File: src/rtl/uart_rx_fifo.sv
// First-word fall-through byte FIFO behind a UART receiver, with sticky overflow flag.
// Optional idle-timeout flag is built only when UART_RX_FIFO_TIMEOUT_EN is defined.
module uart_rx_fifo #(
    parameter int DEPTH_LOG2    = 4,
    parameter int TIMEOUT_WIDTH = 16
) (
    input  logic                     clk,
    input  logic                     rst,
    input  logic [7:0]               in_data,
    input  logic                     in_stb,
    output logic [7:0]               out_data,
    output logic                     out_valid,
    input  logic                     out_ready,
    output logic [DEPTH_LOG2:0]      level,
    output logic                     full,
    output logic                     empty,
    output logic                     overflow,
    input  logic                     ovf_clr,
    input  logic [TIMEOUT_WIDTH-1:0] timeout_val,
    output logic                     timeout
);

    localparam int DEPTH = 1 << DEPTH_LOG2;
    localparam logic [DEPTH_LOG2-1:0] PTR_ONE  = {{(DEPTH_LOG2-1){1'b0}}, 1'b1};
    localparam logic [DEPTH_LOG2:0]   LVL_ZERO = {(DEPTH_LOG2+1){1'b0}};
    localparam logic [DEPTH_LOG2:0]   LVL_ONE  = {{DEPTH_LOG2{1'b0}}, 1'b1};
    localparam logic [DEPTH_LOG2:0]   LVL_FULL = {1'b1, {DEPTH_LOG2{1'b0}}};

    logic [7:0]            mem_r [DEPTH];
    logic [DEPTH_LOG2-1:0] wr_ptr_r;
    logic [DEPTH_LOG2-1:0] rd_ptr_r;
    logic [DEPTH_LOG2-1:0] rd_ptr_nx_s;
    logic [DEPTH_LOG2:0]   level_r;
    logic [DEPTH_LOG2:0]   level_nx_s;
    logic                  empty_r;
    logic                  full_r;
    logic                  valid_r;
    logic                  overflow_r;
    logic [7:0]            out_data_r;
    logic [7:0]            head_nx_s;
    logic                  pop_s;
    logic                  push_s;
    logic                  drop_s;

    // Handshake decode, next occupancy and next head byte.
    // The head register is reloaded from RAM on a pop, or straight from in_data when the
    // incoming byte becomes the new head, so out_data never changes without a pop.
    always_comb begin
        pop_s       = valid_r & out_ready;
        push_s      = in_stb & (~full_r | pop_s);
        drop_s      = in_stb & full_r & ~pop_s;
        rd_ptr_nx_s = rd_ptr_r + PTR_ONE;
        case ({push_s, pop_s})
            2'b10:   level_nx_s = level_r + LVL_ONE;
            2'b01:   level_nx_s = level_r - LVL_ONE;
            default: level_nx_s = level_r;
        endcase
        if (pop_s) begin
            if (level_r > LVL_ONE) begin
                head_nx_s = mem_r[rd_ptr_nx_s];
            end else if (push_s) begin
                head_nx_s = in_data;
            end else begin
                head_nx_s = out_data_r;
            end
        end else if (push_s && (level_r == LVL_ZERO)) begin
            head_nx_s = in_data;
        end else begin
            head_nx_s = out_data_r;
        end
    end

    // Byte storage; deliberately not reset.
    always_ff @(posedge clk) begin
        if (push_s) begin
            mem_r[wr_ptr_r] <= in_data;
        end
    end

    // Pointers, occupancy, registered flags and head byte.
    always_ff @(posedge clk or posedge rst) begin
        if (rst) begin
            wr_ptr_r   <= {DEPTH_LOG2{1'b0}};
            rd_ptr_r   <= {DEPTH_LOG2{1'b0}};
            level_r    <= LVL_ZERO;
            empty_r    <= 1'b1;
            full_r     <= 1'b0;
            valid_r    <= 1'b0;
            overflow_r <= 1'b0;
            out_data_r <= 8'h00;
        end else begin
            if (push_s) begin
                wr_ptr_r <= wr_ptr_r + PTR_ONE;
            end
            if (pop_s) begin
                rd_ptr_r <= rd_ptr_nx_s;
            end
            level_r    <= level_nx_s;
            empty_r    <= (level_nx_s == LVL_ZERO);
            full_r     <= (level_nx_s == LVL_FULL);
            valid_r    <= (level_nx_s != LVL_ZERO);
            out_data_r <= head_nx_s;
            // A drop in the same cycle as a clear keeps the flag set.
            if (drop_s) begin
                overflow_r <= 1'b1;
            end else if (ovf_clr) begin
                overflow_r <= 1'b0;
            end
        end
    end

    assign out_data  = out_data_r;
    assign out_valid = valid_r;
    assign level     = level_r;
    assign full      = full_r;
    assign empty     = empty_r;
    assign overflow  = overflow_r;

`ifdef UART_RX_FIFO_TIMEOUT_EN
    localparam logic [TIMEOUT_WIDTH-1:0] TMO_ZERO = {TIMEOUT_WIDTH{1'b0}};
    localparam logic [TIMEOUT_WIDTH-1:0] TMO_ONE  = {{(TIMEOUT_WIDTH-1){1'b0}}, 1'b1};

    logic [TIMEOUT_WIDTH-1:0] tmo_cnt_r;
    logic [TIMEOUT_WIDTH-1:0] tmo_cnt_nx_s;
    logic                     act_s;
    logic                     timeout_r;

    // Idle counter: reload on any activity or while empty, else count down to zero.
    always_comb begin
        act_s = push_s | pop_s;
        if (act_s || empty_r) begin
            tmo_cnt_nx_s = timeout_val;
        end else if (tmo_cnt_r != TMO_ZERO) begin
            tmo_cnt_nx_s = tmo_cnt_r - TMO_ONE;
        end else begin
            tmo_cnt_nx_s = tmo_cnt_r;
        end
    end

    // Counter and registered timeout flag.
    always_ff @(posedge clk or posedge rst) begin
        if (rst) begin
            tmo_cnt_r <= TMO_ZERO;
            timeout_r <= 1'b0;
        end else begin
            tmo_cnt_r <= tmo_cnt_nx_s;
            timeout_r <= (tmo_cnt_nx_s == TMO_ZERO) && (level_nx_s != LVL_ZERO) && !act_s;
        end
    end

    assign timeout = timeout_r;
`else
    logic unused_timeout_val_s;

    assign unused_timeout_val_s = ^timeout_val;
    assign timeout              = 1'b0;
`endif

endmodule

File: config.mk
export PLATFORM = sky130hd
export DESIGN_NAME = uart_rx_fifo
export DESIGN_NICKNAME = d
export VERILOG_FILES = /design/src/rtl/uart_rx_fifo.sv
export SDC_FILE = /design/constraint.sdc
export NUM_CORES = 1
export LEC_CHECK = 0
export BUFFER_PORTS_ARGS = -buffer_cell sky130_fd_sc_hd__buf_2
export CORE_ASPECT_RATIO = 0.8
export CORE_MARGIN = 3
export CORE_UTILIZATION = 37
export CTS_BUF_LIST = sky130_fd_sc_hd__clkbuf_16
export CTS_CLUSTER_DIAMETER = 30
export DETAILED_ROUTE_END_ITERATION = 16
export GPL_ROUTABILITY_DRIVEN = 0
export HOLD_SLACK_MARGIN = 0.06
export MAX_ROUTING_LAYER = met4
export SYNTH_ARGS = -nofsm -noshare
export SYNTH_HDL_FRONTEND = slang
export SYNTH_SLANG_ARGS = --single-unit
File: constraint.sdc
create_clock -name clk -period 6.05 [get_ports clk]
set_input_delay 0.3025 -clock clk [delete_from_list [all_inputs] [get_ports clk]]
set_output_delay 0.3025 -clock clk [all_outputs]
set_load 0.01 [all_outputs]
Word-level counts from Yosys, hierarchy flattened
Memories as Yosys holds them, arrays and structs flattened. Cells that the tools add are included.

Memories kept: 1. Register bits after elaboration: 25. RAM bits: 128.

Bitwise operators: 7. Magnitude comparators: 1. Add/subtract/negate cells: 4. Muxes and demuxes: 9. Equal/unequal tests: 4. Reductions and logical operators: 7.

Memories: mem_r (depth 16, width 8, rd ports 1, clocked after Yosys merged registers in 0, wr ports 1, RTL line 29) `logic [7:0] mem_r [DEPTH];`.

Operators by type and width (number): 8-bit two-way mux (4); 5-bit logical NOT (2); 5-bit one-hot mux with 2 select lines (1); 4-bit by 1-bit adder with 4-bit output (second input constant) (2); 5-bit by 1-bit adder with 5-bit output (second input constant) (1); 5-bit == test (second input constant) (1); 5-bit by 1-bit greater-than comparator with 1-bit output (second input constant) (1); 5-bit nonzero test (1); 5-bit by 1-bit subtractor with 5-bit output (second input constant) (1); 1-bit AND (4); 1-bit two-way mux (4); 2-bit nonzero test (2); 3-bit by 1-bit != test with 1-bit output (second input constant) (1); 2-bit by 1-bit == test with 1-bit output (second input constant) (1); 2-bit == test (second input constant) (1); 1-bit NOT (2); 2-bit AND reduction (1); 1-bit logical AND (1); 1-bit OR (1).

Logic depth before layout (Yosys ltp)
Word-level depth: 6. Gate-level depth with buffers: 10. Mapped depth without buffers: 10.

Worst setup path before layout
Ideal clock, no wire load.

Kind: reg2reg. Start: reg valid_r (netlist: out_valid). End: reg empty_r (netlist: empty). Buffers on the path: 0. Cell stages (with the launch flop): 11. Library setup time: 0.069 ns. Setup slack: 3.690 ns. Period minus slack after synthesis: 2.360 ns. Arrival time: 2.291 ns. Cells stage by stage: dfrtp_1 > nand2_1 > nand2_1 > nand2_1 > clkinv_1 > ha_1 > nor2b_1 > o31ai_1 > o31ai_1 > nor4_2 > nor2b_1.

Longest elaborated chain between the ends: 6. Elaborated cells on any way between the ends: 7. Those cells by class: eq/ne (2); mux (1); bitwise (3); reduce/logical (1).

Ends and longest elaborated chain: from (decl) (RTL line 37) `logic valid_r;`; from (signal assigned) (RTL line 101) `valid_r <= (level_nx_s != LVL_ZERO);`; 1-bit AND * (RTL line 49) `pop_s = valid_r & out_ready;`; 1-bit OR * (RTL line 50) `push_s = in_stb & (~full_r | pop_s);`; 1-bit AND * (RTL line 50); named net push_s (RTL line 42) `logic push_s;`; 2-bit by 1-bit == test with 1-bit output / 2-bit == test (equally long branches) (RTL line 53) `case ({push_s, pop_s})`; 5-bit one-hot mux with 2 select lines * (RTL line 53); named net level_nx_s[2] (RTL line 34) `logic [DEPTH_LOG2:0] level_nx_s;`; 5-bit logical NOT * (RTL line 99) `empty_r <= (level_nx_s == LVL_ZERO);`; to (signal assigned) (RTL line 99); to (decl) (RTL line 35) `logic empty_r;`.

The timed path passes the listed nets; every way through them passes the cells marked *. A chain may end at the register's enable or synchronous reset.

Final worst setup path
Start: reg rd_ptr_r[0]. End: reg out_data_r[0] (netlist: out_data[0]).

Longest elaborated chain between the ends: 4.

Ends and longest elaborated chain: from (decl) (RTL line 31) `logic [DEPTH_LOG2-1:0] rd_ptr_r;`; from (signal assigned) (RTL line 84) `rd_ptr_r <= {DEPTH_LOG2{1'b0}};`; from (signal assigned) (RTL line 96) `rd_ptr_r <= rd_ptr_nx_s;`; 4-bit by 1-bit adder with 4-bit output (RTL line 52) `rd_ptr_nx_s = rd_ptr_r + PTR_ONE;`; named net rd_ptr_nx_s[1] (RTL line 32) `logic [DEPTH_LOG2-1:0] rd_ptr_nx_s;`; memory read 16 x 8 bit; 8-bit two-way mux (RTL line 59) `if (level_r > LVL_ONE) begin`; 8-bit two-way mux (RTL line 58) `if (pop_s) begin`; to (signal assigned) (RTL line 102) `out_data_r <= head_nx_s;`; to (decl) (RTL line 39) `logic [7:0] out_data_r;`.

The timed path passes the listed nets, and every way through them passes these cells.

==> flow_summary.json <==
{
  "synth_top_cell_by_area": "edfxtp_1",
  "cp_max_fo": 36,
  "grt_start_max_net_pins": 37,
  "port_buffers": 29,
  "postCtsSetupRepairBufs": 0,
  "io_pins": 47,
  "seqCellArea_um2": 4470,
  "skew_ns": 0.00964,
  "multi_input_area_um2": 1810,
  "drc": 0,
  "postLayoutSetupSlackWorst_ns": 2.84,
  "drive_gt1_share_pct": 17.3,
  "grt.total_usage_pct": 16.2,
  "report.final.hold_viol_count": 0,
  "rsz0062_at_grt": "no",
  "cts-resized-gates": 0,
  "clk_path_buf_depth": 2,
  "fmax_ghz": 0.311,
  "syn_to_final_growth_pct": 15.2,
  "initial_utilization_pct": 38.3,
  "ctsHoldBuffers": 0,
  "run_status": "finished, final reports clean",
  "ys_ff_latch": 153,
  "clock-sinks": 153,
  "setup_tns_ns": 0,
  "syn_area_per_cell_um2": 14.7,
  "start_kind": "register",
  "routedWlPerCell_um": 20.0,
  "die-area_um2": 19000,
  "drt_first_pass_iters": 4,
  "path_class": "register to register",
  "die_w_um": 153,
  "worstPathRequired_ns": 6.40,
  "arrival_ns": 3.57,
  "cts_buffers": 17,
  "routed_wirelength_um": 14100,
  "worst_slew_pin_slew_ns": 1.25,
  "drt_first_iter_violations": 229,
  "whs_ns": 0.0727,
  "synth-main-ff-cell": "edfxtp_1",
  "netlist_area_um2": 6430,
  "fin_crit_sh_pct": 53.1,
  "cp_top_family": "adder cells",
  "viasPerCell": 5.30,
  "num_rows": 42,
  "end_kind": "register",
  "grt_pass1_vias": 3751,
  "ys_types": 47,
  "ys_seq_area_share_pct": 69.6,
  "cpPeakStageDelay_ns": 1.06,
  "min_path_type": "input port to asynchronous set/reset pin",
  "vias": 3742,
  "synth_edf_count": 128,
  "die_h_um": 124,
  "synth_nets": 478,
  "cts_tree": "yes",
  "ys_warn_count": 0,
  "min_period_ns": 3.21,
  "cp_cell_sequence": "ha_2, mux2i_1, mux4_2, nor3_1, a21oi_1, nand3_1",
  "place_ws_ns": 2.85,
  "synth_area_leaders": "edfxtp_1 (60%), dfrtp_1 (9.3%), mux2i_1 (5.9%)",
  "slew_violations": 0,
  "total_power_mw": 4.00,
  "slew_headroom_pct": 16.0,
  "fillers": 1459,
  "synthCells": 438,
  "h-tree-depth": 4,
  "setup_viol": 0,
  "antenna_found_initial": 1,
  "overflow": 0,
  "slowest_stage": "ha_2",
  "async_flop_share_pct": 16.3,
  "clk_latency_ns": 0.43,
  "p_leak_nw": 2.70,
  "post-dp-hpwl_um": 8840,
  "cts-root-buf": "clkbuf_16",
  "cap_violations": 0,
  "critPathBufInv": 0,
  "ant_nets": 0,
  "grt_pass1_wl_um": 22000,
  "clk_pin_slew_ns": 0.07,
  "fin_nets": 512,
  "powerDensity_nw_per_um2": 541,
  "yosys.area.top_type_share_pct": 59.8,
  "core-area_um2": 16800,
  "peakVddDrop_v": 0.000288
}
==> Yosys cell counts, types with 2 or more instances <==
master / count
o31ai_1: 3
buf_2: 6
nand3_1: 35
a21oi_1: 9
xor2_1: 3
inv_1: 11
nand2_1: 55
mux4_2: 9
nor3_1: 13
nand4_1: 8
o21ai_0: 4
ha_1: 11
mux2i_1: 38
clkbuf_1: 7
xnor2_1: 6
o21bai_1: 2
and2_1: 7
a21o_1: 2
dfrtp_1: 24
a32oi_1: 8
nor2_1: 8
edfxtp_1: 128
buf_4: 5
nor2b_1: 6
nor4_1: 4
buf_1: 3
a22oi_1: 2
nand2b_1: 2
==> sequential cells by signal (all words and copies together), names as in the netlist <==
signal / count
empty: 1
mem_r: 128
wr_ptr_r: 4
full: 1
overflow: 1
out_data: 8
level: 5
rd_ptr_r: 4
out_valid: 1
==> cells in the final DEF (no fill, tap or decap), types with 5 or more instances in the layout <==
master	n
clkbuf_16	17
ha_1	10
xnor2_1	5
inv_1	11
dfrtp_1	24
a21oi_1	9
mux4_2	9
nor2_1	8
buf_2	29
nand3_1	35
edfxtp_1	128
nor3_1	13
mux2i_1	38
nand2_1	55
nor2b_1	6
nand4_1	8
buf_4	9
a32oi_1	8
and2_1	7
==> where the power goes <==
group | leakage [nW] | internal, mW | total (mW) | switching [mW]
logic | 0.957 | 0.601 | 1.51 | 0.907
clock network | 0.284 | 0.615 | 1.05 | 0.438
registers | 1.46 | 1.31 | 1.44 | 0.133
total | 2.70 | 2.52 | 4.00 | 1.48
==> worst paths after layout <==
path                       cells after the start  slack (ns)         from           to
setup / recovery                               6        2.84  rd_ptr_r[0]  out_data[0]
hold / removal                                 2        0.07          rst     level[1]
setup reg to reg                               6        2.84  rd_ptr_r[0]  out_data[0]
hold reg to reg                                1        0.50  rd_ptr_r[3]  rd_ptr_r[3]
max in group asynchronous                      2        5.40          rst  out_data[6]
min in group clk                               2        0.08      ovf_clr     overflow
==> metrics by stage <==
stage | cell area (um^2) | utilization (%) | instances
after floorplan | 6430 | - | 438
after global placement | 6810 | 40.6 | 673
after detailed placement | 6810 | 40.6 | 673
after CTS | 7400 | 44.2 | 705
after global routing | 7400 | 44.2 | 706
final | 7400 | 44.2 | 706
==> cells by family after synthesis <==
family | count (synthesis) | share of synthesized area, %
AO/OA/AOI/OAI | 36 | 3.89
multiplexers | 49 | 9.66
buffers and inverters | 35 | 2.59
flip-flops | 153 | 69.6
other | 1 | 0.0583
AND/OR/NAND/NOR | 144 | 10.9
adder cells (fa/ha/maj) | 11 | 2.14
XOR/XNOR | 9 | 1.23
==> metal layers <==
| layer | GRT usage (%) | vias up | part of all wire [%] |
|---|---|---|---|
| met1 | 21.8 | 1899 | 46 |
| li1 | - | 1725 | - |
| met4 | 4.91 | 0 | 1.4 |
| met5 | - | - | 0 |
| met3 | 4.48 | 13 | 6.1 |
| met2 | 24.3 | 105 | 46 |
==> final cells by class <==
type                    count  share of cell area [%]
well taps                 220                    3.72
clock inverters            15                    2.23
diodes                      1                  0.0338
repair buffers             38                    2.87
clock buffers              17                    5.75
flip-flops and latches    153                    60.4
multi-input cells         250                    24.4
inverters                  12                   0.608
Power figures use the tool's default switching activity.
